File: src/rtl/timer_apb_param.sv
`default_nettype none
//==============================================================================
//  Module   : timer_apb_param
//  Purpose  : APB-programmable CNT_W-bit up/down timer with compare match,
//             optional auto-reload, per-source interrupt enables and a
//             readable live count. Zero-wait-state APB slave.
//  Ports    : pclk/presetn          - clock, asynchronous active-low reset
//             psel/penable/pwrite   - APB control
//             paddr/pwdata/prdata   - APB address, write data, read data
//             pready/pslverr        - always ready, error on unmapped access
//             ovf_int/udf_int/cmp_int - flag AND enable interrupt outputs
//  Register map:
//             0x00 TDR  rw  reload/load value
//             0x01 TCR  rw  [7]load [6]arl [5]dw [4]en [3]cie [2]fie [1:0]cks
//             0x02 TSR  w1c [0]ovf [1]udf [2]cmp
//             0x03 TCMP rw  compare value (resets to all ones)
//             0x04 TCNT ro  live count
//  Revision : 1.0 - initial release
//==============================================================================
module timer_apb_param #(
   parameter int CNT_W  = 8,
   parameter int ADDR_W = 8
) (
   input  logic              pclk,
   input  logic              presetn,
   input  logic              psel,
   input  logic              penable,
   input  logic              pwrite,
   input  logic [ADDR_W-1:0] paddr,
   input  logic [CNT_W-1:0]  pwdata,
   output logic [CNT_W-1:0]  prdata,
   output logic              pready,
   output logic              pslverr,
   output logic              ovf_int,
   output logic              udf_int,
   output logic              cmp_int
);

   localparam logic [ADDR_W-1:0] ADDR_TDR  = ADDR_W'(0);
   localparam logic [ADDR_W-1:0] ADDR_TCR  = ADDR_W'(1);
   localparam logic [ADDR_W-1:0] ADDR_TSR  = ADDR_W'(2);
   localparam logic [ADDR_W-1:0] ADDR_TCMP = ADDR_W'(3);
   localparam logic [ADDR_W-1:0] ADDR_TCNT = ADDR_W'(4);
   localparam logic [CNT_W-1:0]  CNT_MAX   = {CNT_W{1'b1}};

   logic [CNT_W-1:0] tdr;
   logic [CNT_W-1:0] tcmp;
   logic [CNT_W-1:0] tcnt;
   logic [CNT_W-1:0] cnt_next;
   logic [7:0]       tcr;
   logic [2:0]       tsr;
   logic [2:0]       tsr_set;
   logic [2:0]       tsr_clr;
   logic [3:0]       presc;
   logic [3:0]       presc_mask;
   logic             tick;
   logic             wr_en;
   logic             mapped;

   // Control fields
   logic       load, arl, dw, en, cie, fie;
   logic [1:0] cks;
   assign load = tcr[7];
   assign arl  = tcr[6];
   assign dw   = tcr[5];
   assign en   = tcr[4];
   assign cie  = tcr[3];
   assign fie  = tcr[2];
   assign cks  = tcr[1:0];

   assign wr_en  = psel & penable & pwrite;
   assign mapped = (paddr <= ADDR_TCNT);

   // Tick when the low (cks+1) prescaler bits are all ones.
   always_comb begin
      presc_mask = 4'hF;
      case (cks)
         2'd0:    presc_mask = 4'h1;
         2'd1:    presc_mask = 4'h3;
         2'd2:    presc_mask = 4'h7;
         default: presc_mask = 4'hF;
      endcase
   end
   assign tick = ((presc & presc_mask) == presc_mask);

   // Counter next-state and hardware flag sets. All decisions use the
   // registered TCR/TDR, so a same-cycle APB write only takes effect next cycle.
   always_comb begin
      cnt_next = tcnt;
      tsr_set  = 3'b000;
      if (load) begin
         cnt_next = tdr;
      end else if (en && tick) begin
         if (!dw) begin
            if (tcnt == CNT_MAX) begin
               cnt_next   = arl ? tdr : '0;
               tsr_set[0] = 1'b1;
            end else begin
               cnt_next = tcnt + CNT_W'(1);
            end
         end else begin
            if (tcnt == '0) begin
               cnt_next   = arl ? tdr : CNT_MAX;
               tsr_set[1] = 1'b1;
            end else begin
               cnt_next = tcnt - CNT_W'(1);
            end
         end
         if (cnt_next == tcmp) begin
            tsr_set[2] = 1'b1;
         end
      end
   end

   assign tsr_clr = (wr_en && paddr == ADDR_TSR) ? pwdata[2:0] : 3'b000;

   always_ff @(posedge pclk or negedge presetn) begin
      if (!presetn) begin
         presc <= 4'h0;
         tdr   <= '0;
         tcr   <= 8'h00;
         tsr   <= 3'b000;
         tcmp  <= CNT_MAX;
         tcnt  <= '0;
      end else begin
         presc <= presc + 4'h1;
         tcnt  <= cnt_next;
         // Hardware set is OR'd in after the clear so it wins a collision.
         tsr   <= (tsr & ~tsr_clr) | tsr_set;
         if (wr_en) begin
            if (paddr == ADDR_TDR)  tdr  <= pwdata;
            if (paddr == ADDR_TCR)  tcr  <= pwdata[7:0];
            if (paddr == ADDR_TCMP) tcmp <= pwdata;
         end
      end
   end

   always_comb begin
      prdata = '0;
      case (paddr)
         ADDR_TDR:  prdata = tdr;
         ADDR_TCR:  prdata = CNT_W'(tcr);
         ADDR_TSR:  prdata = CNT_W'(tsr);
         ADDR_TCMP: prdata = tcmp;
         ADDR_TCNT: prdata = tcnt;
         default:   prdata = '0;
      endcase
   end

   assign pready  = 1'b1;
   assign pslverr = psel & penable & ~mapped;

   assign ovf_int = tsr[0] & fie;
   assign udf_int = tsr[1] & fie;
   assign cmp_int = tsr[2] & cie;

endmodule
`default_nettype wire

File: config.mk
export PLATFORM = sky130hd
export DESIGN_NAME = timer_apb_param
export DESIGN_NICKNAME = d
export VERILOG_FILES = /design/src/rtl/timer_apb_param.sv
export SDC_FILE = /design/constraint.sdc
export NUM_CORES = 1
export LEC_CHECK = 0
export BUFFER_PORTS_ARGS = -buffer_cell sky130_fd_sc_hd__clkbuf_2
export CAP_MARGIN = 20
export CORE_MARGIN = 5
export CORE_UTILIZATION = 55
export CTS_CLUSTER_DIAMETER = 50
export DETAILED_ROUTE_END_ITERATION = 16
export GPL_TIMING_DRIVEN = 0
export HOLD_SLACK_MARGIN = 0.05
export MAX_ROUTING_LAYER = met4
export PLACE_DENSITY = 0.78
export SETUP_SLACK_MARGIN = 0.1
export SKIP_CTS_REPAIR_TIMING = 1
export SLEW_MARGIN = 5
export SYNTH_ARGS = -nofsm -noshare
export SYNTH_HDL_FRONTEND = slang
export SYNTH_SLANG_ARGS = --single-unit
File: constraint.sdc
create_clock -name pclk -period 3.6 [get_ports pclk]
set_clock_uncertainty 0.1 [all_clocks]
set_input_delay 0.36 -clock pclk [delete_from_list [all_inputs] [get_ports pclk]]
set_output_delay 0.36 -clock pclk [all_outputs]
set_load 0.02 [all_outputs]
==> flow_summary.toml <==
[run_status]
status = "finished, final reports clean"

[placement]
place_area_sq_um = 2830
port-buffer-count = 31
dp.final_hpwl_mm = 4.77
gp_congestion = 1.02

[setup_path]
crit_type = "reg2reg"
cp.required_ps = 3690
start_kind = "flip-flop"
reg2reg_slack_ps = 700
cp-end-kind = "flip-flop"
critical_path_peak_fanout = 8
cp.arrival_ps = 2990

[timing]
slew_viol_final = 0
min_period_ps = 2900
rsz0062_at_grt = "false"
setup_violations = 0
worst_pin_slew_ps = 966
max_freq_ghz = 0.345
tns_ps = 0
finalHoldViolations = 0
fin_crit_sh_pct = 80.6
relSlewSlack_pct = 35.6

[clock_network]
numCtsBuffers = 5
path_clk_slew_ps = 80
clockRootBuffer = "clkbuf_8"
cts.sinks = 39
ctsLongestPathBuffers = 2
htreeDepth = 2
clkLatencyLatePin_ps = 290
cts_tree = "done"

[route]
vias_per_cell = 6.24
wl_mm = 6.64
vias = 2270
routedWlPerCell_um = 18.2
drtAntennaViolNets = 0
route.detailed.drc = 0
first_pass_iters = 8
drtIter0Drc = 198

[die]
io_pins = 34
die_x_um = 78.9
dieArea_sq_um = 6220
start_util_pct = 55.9
core_sq_um = 4660
die_y_um = 78.9
rows = 25

[job]
maxCapViolCount = 0

[logic_synthesis]
synthCells = 270
synth_top_cell_area_share_pct = 29.8
async_reset_ff_share_pct = 100
synth_top_area_cell = "dfrtp_1"
synth_area_sq_um = 2610
ys.flop_type = "dfrtp_1"
ys_top_cells_by_area = "dfrtp_1, dfstp_2, mux2_2, mux2i_1, nand2_1"
ys_warn_count = 0
yosysSeqAreaShare_pct = 37.8
synth_enable_flop_cells = 0
syn_nets = 295
netlist-cell-type-count = 57
ys_ff_latch = 39
yosysMostFrequentCell = "dfrtp_1"
avgSynthCellArea_sq_um = 9.66
netlist_top_cells_count = "dfrtp_1, nand2_1, nor2_1"

[cells_and_area]
post_route_cells_drive_above_1_share_pct = 25.5
nNetsFinal = 334
num_antenna_cells = 0
fin_util_pct = 63.4
final_cell_area_sq_um = 2950
syn_to_final_growth_pct = 13.2

[power_and_ir_drop]
clock_power_share_pct = 37.0
power.total_mw = 1.01
power_frac_seq_pct = 45.8
p_sw_uw = 269
p_sw_share_pct = 26.6
intPower_uw = 744
vdd_drop_max_mv = 0.290
p_leak_nw = 1.36
p_per_area_nw_per_um2 = 343
combPwrFrac_pct = 17.2

[hold_path]
hold_path.class = "in2async"

[global_routing]
grt_pass1_vias = 2281
grt_antenna_before_repair = 0
grt_max_degree = 40
grt-ovfl-total = 0
grt_usage_pct = 24.0
grt_pass1_wl_mm = 11.4
## state kept, by name, indices dropped and copies added, names as in the netlist
register and count:
presc 4, tdr 8, tcr 8, tsr 3
tcnt 8, tcmp 8
## power by group through the flow
stage / combinational [mW] / sequential [mW] / clock [mW]
6_report: 0.174 / 0.464 / 0.374
4_1_cts: 0.172 / 0.463 / 0.381
5_1_grt: 0.193 / 0.465 / 0.396
2_1_floorplan: 0.122 / 0.465 / 0
3_3_place_gp: 0.167 / 0.472 / 0
3_5_place_dp: 0.170 / 0.471 / 0
## kinds of logic after synthesis
logic type      after synthesis  share of synthesized area [%]
simple gates                 95                           19.7
other cells                   1                          0.144
mux                          40                           16.5
fa+ha+maj                     4                           1.92
flops                        39                           37.8
xor+xnor                     15                           5.04
compound gates               54                           15.2
buf+inv                      22                           3.74
## worst paths after layout
| kind | start | to | cells after the start |
|---|---|---|---|
| setup / recovery | tcnt[0] | tsr[2] | 9 |
| hold / removal | presetn | tcr[5] | 1 |
| setup reg to reg | tcnt[0] | tsr[2] | 9 |
| hold reg to reg | presc[0] | presc[0] | 1 |
| max in group asynchronous | presetn | presc[0] | 1 |
| min in group pclk | pwdata[7] | tcr[7] | 2 |
## layout by cell type, fill, tap and decap left out, types with 9 or more instances in the layout
master / n
dfrtp_1: 31
mux2_2: 15
a21oi_1: 10
nand3_1: 10
nand2_1: 29
mux2i_1: 16
nor2_1: 18
nor3_1: 10
clkbuf_2: 31
mux2_1: 9
o21ai_0: 14
## worst max-delay path: stages, from the launching register on
cell     delay [ps]
dfrtp_1         510
inv_1           180
ha_1            220
nor3b_2         430
nand3_1         220
o22a_1          290
a31oi_4         180
xor2_1          210
nand4_1         150
o31ai_1         310
## final cells by class
type / instances / area (sq um)
sequential: 39 / 986
clock buffer: 6 / 82.6
buffer: 15 / 71.3
fill: 401 / 1710
inverter: 7 / 26.3
clock inverter: 2 / 35.0
tap: 54 / 67.6
timing repair buffer: 32 / 160
multi-input combinational: 209 / 1520
## per-layer routing
layer | vias to the layer above | track usage (%) | part of all wire [%]
met5 | - | - | 0
met4 | 0 | 8.93 | 2.7
met3 | 16 | 3.63 | 6.3
met2 | 82 | 36.5 | 47
met1 | 1111 | 32.6 | 44
li1 | 1061 | - | -
## per-stage QoR
step | hold WS, ps | cells | setup slack, ps
after floorplan | -35.6 | 270 | 1270
after global placement | 355 | 355 | 700
after detailed placement | 382 | 355 | 671
after CTS | 152 | 363 | 671
after global routing | 192 | 364 | 489
final | 110 | 364 | 699
No activity file was read; power rests on OpenSTA's default activity.
